===== config.mk =====
export PLATFORM = sky130hd
export DESIGN_NAME = instr_fetch_unit_flat
export DESIGN_NICKNAME = d
export VERILOG_FILES = /design/src/rtl/instr_fetch_unit_if.sv /design/src/rtl/instr_fetch_unit.sv /design/src/flat_wrapper.sv
export SDC_FILE = /design/constraint.sdc
export NUM_CORES = 1
export LEC_CHECK = 0
export CORE_MARGIN = 8
export CORE_UTILIZATION = 30
export DETAILED_ROUTE_END_ITERATION = 16
export RECOVER_POWER = 50
export SLEW_MARGIN = 20
export SYNTH_ARGS = -nofsm -noshare
export SYNTH_HDL_FRONTEND = slang
export SYNTH_SLANG_ARGS = --single-unit
export TNS_END_PERCENT = 10

===== constraint.sdc =====
create_clock -name clk -period 2.1 [get_ports clk]
set_input_delay 0.525 -clock clk [delete_from_list [all_inputs] [get_ports clk]]
set_output_delay 0.525 -clock clk [all_outputs]
set_load 0.03 [all_outputs]

===== src/rtl/instr_fetch_unit_if.sv =====
// Instruction-memory request/response bus: grant/valid handshake, one word per beat.
interface instr_fetch_unit_if #(
  parameter int unsigned XLEN = 32
) ();
  logic            imem_req;
  logic [XLEN-1:0] imem_addr;
  logic            imem_gnt;
  logic            imem_rvalid;
  logic [31:0]     imem_rdata;

  modport master (
    output imem_req,
    output imem_addr,
    input  imem_gnt,
    input  imem_rvalid,
    input  imem_rdata
  );

  modport slave (
    input  imem_req,
    input  imem_addr,
    output imem_gnt,
    output imem_rvalid,
    output imem_rdata
  );
endinterface


===== src/rtl/instr_fetch_unit.sv =====
// RV32 fetch front end: owns the PC, one outstanding imem request, one-deep prefetch
// through a skid entry, redirect on taken branches with squash of in-flight data.
module instr_fetch_unit #(
  parameter int unsigned     XLEN      = 32,
  parameter logic [XLEN-1:0] RESET_PC  = '0,
  parameter logic [31:0]     NOP_INSTR = 32'h0000_0013
) (
  input  logic                clk,
  input  logic                rst_n,
  instr_fetch_unit_if.master  imem,
  output logic                instr_valid,
  input  logic                instr_ready,
  output logic [31:0]         instr,
  output logic [XLEN-1:0]     pc_out,
  output logic [6:0]          op,
  output logic [2:0]          funct3,
  output logic                funct7,
  input  logic                pc_src,
  input  logic [XLEN-1:0]     pc_target,
  output logic                misalign_err
);

  typedef enum logic [1:0] {StIdle, StReq, StWait, StFull} state_e;

  state_e          state_q, state_d;
  logic [XLEN-1:0] fetch_pc_q, fetch_pc_d;
  logic [XLEN-1:0] req_pc_q, req_pc_d;
  logic            stale_q, stale_d;
  logic            out_valid_q, out_valid_d;
  logic [31:0]     out_instr_q, out_instr_d;
  logic [XLEN-1:0] out_pc_q, out_pc_d;
  logic [31:0]     skid_instr_q, skid_instr_d;
  logic [XLEN-1:0] skid_pc_q, skid_pc_d;
  logic            misalign_q, misalign_d;

  logic            accept;
  logic            redirect;
  logic            resp_ok;
  logic [XLEN-1:0] target_aligned;

  assign accept         = out_valid_q & instr_ready;
  assign redirect       = accept & pc_src;
  assign target_aligned = {pc_target[XLEN-1:2], 2'b00};
  // A response is usable only if it is not stale and not squashed by this cycle's redirect
  assign resp_ok        = (state_q == StWait) & imem.imem_rvalid & ~stale_q & ~redirect;

  // State register
  always_ff @(posedge clk or negedge rst_n) begin
    if (!rst_n) begin
      state_q <= StIdle;
    end else begin
      state_q <= state_d;
    end
  end

  // Next-state logic
  always_comb begin
    state_d = state_q;
    case (state_q)
      StIdle: state_d = StReq;
      StReq:  if (imem.imem_gnt) state_d = StWait;
      StWait: begin
        if (imem.imem_rvalid) begin
          if (resp_ok && out_valid_q && !accept) state_d = StFull;
          else                                   state_d = StReq;
        end
      end
      StFull: if (accept) state_d = StReq;
      default: state_d = StIdle;
    endcase
  end

  // Bus outputs: address is the fetch PC and only moves on grant or redirect
  always_comb begin
    imem.imem_req  = (state_q == StReq);
    imem.imem_addr = fetch_pc_q;
  end

  // Datapath next-state: PC, stale flag, output and skid registers
  always_comb begin
    fetch_pc_d   = fetch_pc_q;
    req_pc_d     = req_pc_q;
    stale_d      = stale_q;
    out_valid_d  = out_valid_q;
    out_instr_d  = out_instr_q;
    out_pc_d     = out_pc_q;
    skid_instr_d = skid_instr_q;
    skid_pc_d    = skid_pc_q;
    misalign_d   = misalign_q;

    if (state_q == StReq && imem.imem_gnt) begin
      req_pc_d   = fetch_pc_q;
      fetch_pc_d = fetch_pc_q + XLEN'(4);
    end
    if (redirect) begin
      fetch_pc_d = target_aligned;
      if (pc_target[1:0] != 2'b00) misalign_d = 1'b1;
    end

    if (state_q == StWait && imem.imem_rvalid) stale_d = 1'b0;
    // The granted or in-flight request belongs to the wrong path
    if (redirect && ((state_q == StWait && !imem.imem_rvalid) ||
                     (state_q == StReq && imem.imem_gnt))) begin
      stale_d = 1'b1;
    end

    if (accept) begin
      out_valid_d = 1'b0;
      out_instr_d = NOP_INSTR;
    end
    if (resp_ok && (!out_valid_q || accept)) begin
      out_valid_d = 1'b1;
      out_instr_d = imem.imem_rdata;
      out_pc_d    = req_pc_q;
    end else if (resp_ok) begin
      skid_instr_d = imem.imem_rdata;
      skid_pc_d    = req_pc_q;
    end else if (state_q == StFull && accept && !redirect) begin
      out_valid_d = 1'b1;
      out_instr_d = skid_instr_q;
      out_pc_d    = skid_pc_q;
    end
  end

  // Datapath registers
  always_ff @(posedge clk or negedge rst_n) begin
    if (!rst_n) begin
      fetch_pc_q   <= RESET_PC;
      req_pc_q     <= RESET_PC;
      stale_q      <= 1'b0;
      out_valid_q  <= 1'b0;
      out_instr_q  <= NOP_INSTR;
      out_pc_q     <= RESET_PC;
      skid_instr_q <= NOP_INSTR;
      skid_pc_q    <= RESET_PC;
      misalign_q   <= 1'b0;
    end else begin
      fetch_pc_q   <= fetch_pc_d;
      req_pc_q     <= req_pc_d;
      stale_q      <= stale_d;
      out_valid_q  <= out_valid_d;
      out_instr_q  <= out_instr_d;
      out_pc_q     <= out_pc_d;
      skid_instr_q <= skid_instr_d;
      skid_pc_q    <= skid_pc_d;
      misalign_q   <= misalign_d;
    end
  end

  assign instr_valid  = out_valid_q;
  assign instr        = out_instr_q;
  assign pc_out       = out_pc_q;
  assign op           = out_instr_q[6:0];
  assign funct3       = out_instr_q[14:12];
  assign funct7       = out_instr_q[30];
  assign misalign_err = misalign_q;

endmodule


===== src/flat_wrapper.sv =====
// flat-port wrapper written by rule: the top's interface ports become plain ports
module instr_fetch_unit_flat 
#(
  parameter int unsigned     XLEN      = 32,
  parameter logic [XLEN-1:0] RESET_PC  = '0,
  parameter logic [31:0]     NOP_INSTR = 32'h0000_0013
)
  (clk, rst_n, instr_valid, instr_ready, instr, pc_out, op, funct3, funct7, pc_src, pc_target, misalign_err, imem_imem_req, imem_imem_addr, imem_imem_gnt, imem_imem_rvalid, imem_imem_rdata);
  instr_fetch_unit_if #(.XLEN(XLEN)) imem_i ();
  input  logic clk;
  input  logic rst_n;
  output logic instr_valid;
  input  logic instr_ready;
  output logic [31:0] instr;
  output logic [XLEN-1:0] pc_out;
  output logic [6:0] op;
  output logic [2:0] funct3;
  output logic funct7;
  input  logic pc_src;
  input  logic [XLEN-1:0] pc_target;
  output logic misalign_err;
  output wire logic [$bits(imem_i.imem_req)-1:0] imem_imem_req;
  output wire logic [$bits(imem_i.imem_addr)-1:0] imem_imem_addr;
  input wire logic [$bits(imem_i.imem_gnt)-1:0] imem_imem_gnt;
  input wire logic [$bits(imem_i.imem_rvalid)-1:0] imem_imem_rvalid;
  input wire logic [$bits(imem_i.imem_rdata)-1:0] imem_imem_rdata;
  assign imem_imem_req = imem_i.imem_req;
  assign imem_imem_addr = imem_i.imem_addr;
  assign imem_i.imem_gnt = imem_imem_gnt;
  assign imem_i.imem_rvalid = imem_imem_rvalid;
  assign imem_i.imem_rdata = imem_imem_rdata;
  instr_fetch_unit #(.XLEN(XLEN), .RESET_PC(RESET_PC), .NOP_INSTR(NOP_INSTR)) u_core (.clk(clk), .rst_n(rst_n), .imem(imem_i), .instr_valid(instr_valid), .instr_ready(instr_ready), .instr(instr), .pc_out(pc_out), .op(op), .funct3(funct3), .funct7(funct7), .pc_src(pc_src), .pc_target(pc_target), .misalign_err(misalign_err));
endmodule

==> results.md, run 1 <==
* DR pass1 iterations at 5
* CTS Root Cell: clkbuf_16
* Critical Path AT at 1520 ps
* Worst Setup End Kind: primary output
* Largest net degree at the start of global routing at 57
* Worst min path class: input port to asynchronous set/reset pin
* H-tree depth at 4
* Initial antenna violation count at 0
* Worst Skew at 14.3 ps
* Setup crit start kind: flop
* Wire length of the first global-routing pass at 37000 um
* CTS tree: done
* Yosys top cell by area: dfrtp_1
* Worst path max stage delay at 720 ps
* Largest delay share family, worst path: buffers and inverters
* Layout cells sized above 1 at 15.8%
* Synth cell types at 43
* Routability congestion estimate at 0.777
* # diodes at 0
* Synth warn at 0
* Drt via density at 4.80
* Pwr/cell area at 1400 mW/mm^2
* Outcome: finished, final reports clean
* Die H at 181 um
* Synth top area cells: dfrtp_1 56%, mux2_2 7.7%, nand2_1 6.2%, nor2_1 5.7%, a221oi_1 3.1%
* Final net count at 1030
* GRT overflow at 0
* Routed wire per std cell at 17.3 um
* Top Ports at 180
* Final Max Slew Viols at 0
* Most common cell after layout, fill and taps aside: dfrtp_1
* Initial core utilization at 30.4%
* Max cap viols at 0
* Crit path cell chain: clkdlybuf4s50_1
* Longest Clk Path Bufs at 2
* Sequential-to-total area share from yosys stat at 58.1%
* Syn avg cell area at 10.6 sq um
* Final setup margin at 56.7 ps
* Mapped Cells at 771
* Die area at 0.0327 sq mm
* RSZ-0062 raised after global routing: yes
* Vias in the first global route at 6657
* Worst r2r src: u_core.state_q[0]
* Gr usage total at 14.0%
* Critical Path Stages at 1
* Final Critical Period at 2040 ps
* Worst slack, placed at -171 ps
* Detail Route Antenna Nets at 0
* Tightest Pin Transition at 1310 ps
* Layout area overhead at 36.3%
* Cells after DPL at 1274
* Yosys reg bits at 189
* Setup_tns at 0 ps
* Via count of the routed design at 6293
* Initial drt markers at 400
* Critical path type: flop to primary output
* Peak VDD IR at 0.000597 V
* Core footprint at 0.0268 sq mm
* CP max FO at 2
* Clock-pin slew on the worst setup and hold paths at 80 ps
* Crit path from: u_core.pc_out[17]
* DRC errors left at 0
* FMAX at 489 MHz
* R2R Setup Slk at 100 ps
* Chip width at 181 um
* Period utilization at 97.3%
* Most frequent cells in the layout: 183 x dfrtp_1, 135 x nand2_1, 131 x clkdlybuf4s50_1
* Port bufs at 175
* Clock Latency Late Sink at 440 ps
* Syn Std Cell Area at 0.00816 sq mm
* CTS Buf Count at 17
* DP HPWL at 16000 um
* Setup violators final at 0
* Required time of the critical path at 1570 ps
* Tot Pwr at 15.6 mW
* Final cell count without fillers at 1310
* Cell Rows at 60
* Rel. slew slack at 12.9%
* Final Hold Vio Count at 0
* CP max stage cell: clkdlybuf4s50_1
* Reg2Reg Depth at 7
* Final wirelength at 22700 um
* Post-synth top area share at 56.2%
* Clock tree sinks at 189
* R2r endpoint: u_core.skid_instr_q[23]
* P_leak at 5.11 nW
* Worst Path Buf+Inv at 1
* WHS at 379 ps
-- area by class of cell --
type | count | area, sq um
fillers | 2586 | 15700
clock buffers | 18 | 429
flip-flops and latches | 189 | 4740
well taps | 341 | 427
inverters | 5 | 18.8
clock inverters | 14 | 175
multi-input cells | 518 | 3100
repair buffers | 225 | 2220
-- per-layer routing --
| metal | global-route usage (%) | vias to the layer above | wire length [um] |
|---|---|---|---|
| li1 | - | 3003 | - |
| met3 | 3.85 | 14 | 1370 |
| met1 | 19.4 | 3094 | 11000 |
| met4 | 3.70 | 0 | 180 |
| met2 | 21.2 | 182 | 10200 |
| met5 | 0 | - | 0 |
-- per-stage QoR --
step | utilization, % | cell area [sq um]
after floorplan | - | 8170
after global placement | 39.4 | 10600
after detailed placement | 39.4 | 10600
after CTS | 41.5 | 11100
after global routing | 41.5 | 11100
final | 41.5 | 11100
-- registers in the layout (all words and copies together), names as in the netlist --
| signal | flops |
|---|---|
| u_core.instr | 32 |
| u_core.skid_instr_q | 32 |
| u_core.imem.imem_addr | 30 |
| u_core.pc_out | 30 |
| u_core.req_pc_q | 30 |
| u_core.skid_pc_q | 30 |
| u_core.state_q | 2 |
| u_core.instr_valid | 1 |
| u_core.misalign_err | 1 |
| u_core.stale_q | 1 |
-- worst max path at each step --
stage                                      endpoint  slack (ps)
after floorplan           u_core.imem.imem_addr[29]          90
after global placement    u_core.imem.imem_addr[31]        -150
after detailed placement           u_core.pc_out[4]        -170
after CTS                             imem_imem_req           7
after global routing      u_core.imem.imem_addr[23]          -1
final                                    pc_out[17]          60
-- cell families after synthesis --
family / share of synthesized area [%]
multiplexers: 8.56
buffers and inverters: 4.43
flip-flops: 58.1
adder cells (fa/ha/maj): 0.614
XOR/XNOR: 3.11
AND/OR/NAND/NOR: 16.5
other: 0.0460
AO/OA/AOI/OAI: 8.68
-- report_power, final --
group          internal [mW]  switching [mW]
Combinational           2.54            3.73
Sequential              4.91            1.12
Clock                   1.71            1.56
-- synthesized netlist by cell type, drive strengths merged --
library cell    n
xor2           24
o21a            1
a221oi         29
nor4            2
a22oi           1
and2            3
xnor2           5
nand4          14
nor4b           2
nor2          123
and3            5
o21bai          1
dfrtp         183
o211ai          1
buf            35
nand4b          1
clkbuf         27
and4            1
a31oi           1
nand2         135
nand3          15
a221o           1
nor3            7
mux2           62
o21ai          37
and3b           1
o22ai          34
dfstp           6
ha              4
nor2b           1
conb            1
nand3b          1
inv             5
a21oi           2
-- timing repair --
| action | CTS | global route |
|---|---|---|
| buffers inserted | 0 | 3 |
| hold buffers | 0 | 0 |
| resized for setup | 36 | 10 |
| endpoints found under the setup margin | 36 | 50 |
| cloned | 0 | 1 |
| pin swaps | 0 | 2 |
Power figures use the tool's default switching activity.
==> run 2, diff against run 1 <==
--- a/config.mk
+++ b/config.mk
@@ -8,6 +8,7 @@
 export CORE_MARGIN = 8
 export CORE_UTILIZATION = 30
 export DETAILED_ROUTE_END_ITERATION = 16
+export PLACE_DENSITY_LB_ADDON = 0.2
 export RECOVER_POWER = 50
 export SLEW_MARGIN = 20
 export SYNTH_ARGS = -nofsm -noshare
==> run 2 against run 1 <==
  * Worst hold slack better by 100 ps
  * Utilization rose by 0.18 points
  * Critical path type unchanged
  * Setup slack worse by 8.3 ps
  * Maximum frequency is 0.41% lower
  * Routed wire length fell by 0.89%
  * Count of clock-buffer cells in the layout is 3 higher
  * Clock skew is 5.6 ps lower
  * Clock power up 4%
  * The run now ends with max-capacitance violations, max-slew violations left
  * Combinational power shrank 2%
  * Highest routed layer is now met5
==> results.md, run 2 (synthesis results as in run 1) <==
* Outcome: finished with violations (was finished, final reports clean)
* Failing checks: max-capacitance violations, max-slew violations
* Peak VDD IR at 0.000534 V (was 0.000597 V)
* Setup violators final at 0 (unchanged)
* Crit path cell chain: clkdlybuf4s50_1 (unchanged)
* CTS Root Cell: clkbuf_16 (unchanged)
* Worst Path Buf+Inv at 1 (unchanged)
* P_leak at 5.14 nW (was 5.11 nW)
* Pwr/cell area at 1400 mW/mm^2 (about the same)
* Port bufs at 175 (unchanged)
* Die area at 0.0327 sq mm (unchanged)
* Cell Rows at 60 (unchanged)
* FMAX at 487 MHz (was 489 MHz)
* CP max stage cell: clkdlybuf4s50_1 (unchanged)
* Final wirelength at 22500 um (was 22700 um)
* Detail Route Antenna Nets at 0 (unchanged)
* Top Ports at 180 (unchanged)
* Period utilization at 97.7% (was 97.3%)
* Tot Pwr at 15.6 mW (about the same)
* Wire length of the first global-routing pass at 37000 um (about the same)
* DRC errors left at 0 (unchanged)
* Gr usage total at 14.1% (was 14.0%)
* Final Critical Period at 2050 ps (was 2040 ps)
* Setup crit start kind: flop (unchanged)
* Final setup margin at 48.4 ps (was 56.7 ps)
* Initial core utilization at 30.4% (unchanged)
* Initial drt markers at 363 (was 400)
* Vias in the first global route at 6528 (was 6657)
* Clock Latency Late Sink at 430 ps (was 440 ps)
* Largest delay share family, worst path: buffers and inverters (unchanged)
* Longest Clk Path Bufs at 2 (unchanged)
* Register Area at 0.00474 sq mm (unchanged)
* Multi-input logic area at 0.00310 sq mm (about the same)
* Final Max Slew Viols at 52 (was 0)
* CP max FO at 2 (unchanged)
* Worst Setup End Kind: primary output (unchanged)
* Routability congestion estimate at 0.737 (was 0.777)
* Rel. slew slack at -5.67% (was 12.9%)
* Fill cells at 2587 (was 2586)
* Worst min path class: input port to asynchronous set/reset pin (unchanged)
* Routed wire per std cell at 17.1 um (was 17.3 um)
* Tightest Pin Transition at 1590 ps (was 1310 ps)
* Final Hold Vio Count at 0 (unchanged)
* Die H at 181 um (unchanged)
* Layout cells sized above 1 at 16.2% (was 15.8%)
* GRT overflow at 0 (unchanged)
* Layout Utilization at 41.6% (was 41.5%)
* DP HPWL at 16100 um (was 16000 um)
* Via count of the routed design at 6167 (was 6293)
* Final net count at 1037 (was 1030)
* Worst slack, placed at -129 ps (was -171 ps)
* Critical Path AT at 1530 ps (was 1520 ps)
* Core footprint at 0.0268 sq mm (unchanged)
* Initial antenna violation count at 2 (was 0)
* Most frequent cells in the layout: 183 x dfrtp_1, 135 x nand2_1, 130 x clkdlybuf4s50_1 (was 183 x dfrtp_1, 135 x nand2_1, 131 x clkdlybuf4s50_1)
* H-tree depth at 4 (unchanged)
* Required time of the critical path at 1570 ps (about the same)
* Max cap viols at 1 (was 0)
* Most common cell after layout, fill and taps aside: dfrtp_1 (unchanged)
* CTS Buf Count at 17 (unchanged)
* Worst path max stage delay at 700 ps (was 720 ps)
* Clock-pin slew on the worst setup and hold paths at 70 ps (was 80 ps)
* # diodes at 0 (unchanged)
* Worst Skew at 8.68 ps (was 14.3 ps)
* RSZ-0062 raised after global routing: no (was yes)
* Placed inst area at 0.0106 sq mm (about the same)
* Clock tree sinks at 189 (unchanged)
* Largest net degree at the start of global routing at 57 (unchanged)
* # hold bufs at CTS at 0 (unchanged)
* Drt via density at 4.68 (was 4.80)
* Finished Cell Area at 0.0112 sq mm (was 0.0111 sq mm)
* DR pass1 iterations at 5 (unchanged)
* CTS tree: done (unchanged)
* Layout area overhead at 36.9% (was 36.3%)
* Critical path type: flop to primary output (unchanged)
* Chip width at 181 um (unchanged)
-- run 2: cell types whose count changed in the layout (fill, tap and decap cells not counted), moves of 2 or more --
cell	change
buf_12	+2
buf_4	+8
buf_6	-3
bufinv_16	+2
clkbuf_1	+3
clkbuf_4	-2
clkbuf_8	+2
clkinv_8	-3
inv_8	-4
-- run 2: final cells by class --
| cell class | count | area share, % |
|---|---|---|
| Clock buffer | 21 | 4.13 |
| Clock inverter | 11 | 1.39 |
| Inverter | 5 | 0.168 |
| Multi-Input combinational cell | 518 | 27.8 |
| Sequential cell | 189 | 42.4 |
| Tap cell | 341 | 3.82 |
| Timing Repair Buffer | 232 | 20.2 |
-- run 2: metrics by stage --
stage / cells / setup TNS, ps / hold WS, ps
finish: 1317 / 0 / 483
global route: 1317 / 0 / 514
CTS: 1317 / 0 / 76.0
detailed placement: 1285 / -9070 / 478
global placement: 1285 / -8140 / 469
floorplan: 774 / 0 / 229
-- run 2: report_power, final --
part | switching, mW | internal (mW)
combinational | 3.66 | 2.48
clock | 1.44 | 1.96
sequential | 1.14 | 4.91
total | 6.24 | 9.34
-- run 2: metal layers --
layer  track usage [%]  share of wire (%)
met4              4.20                1.2
met2              20.9                 43
met3              4.27                6.6
met5                 0               0.12
met1              19.5                 49
-- run 2: path summary, 6_finish.rpt --
| kind | start | to | slack [ps] | cells past startpoint |
|---|---|---|---|---|
| max | u_core.pc_out[20] | pc_out[20] | 50 | 1 |
| min | rst_n | u_core.instr[2] | 480 | 1 |
| max reg2reg | u_core.state_q[1] | u_core.imem.imem_addr[5] | 190 | 8 |
| min reg2reg | u_core.misalign_err | u_core.misalign_err | 490 | 1 |
| max in group asynchronous | rst_n | u_core.imem.imem_addr[27] | 360 | 2 |
| min in group clk | u_core.misalign_err | u_core.misalign_err | 490 | 1 |
-- run 2: repair_timing --
action / in CTS / in global routing
hold endpoints to repair: 0 / 0
endpoints found under the setup margin: 36 / 8
resized for setup: 36 / 8
cloned: 0 / 0
setup buffers: 0 / 0
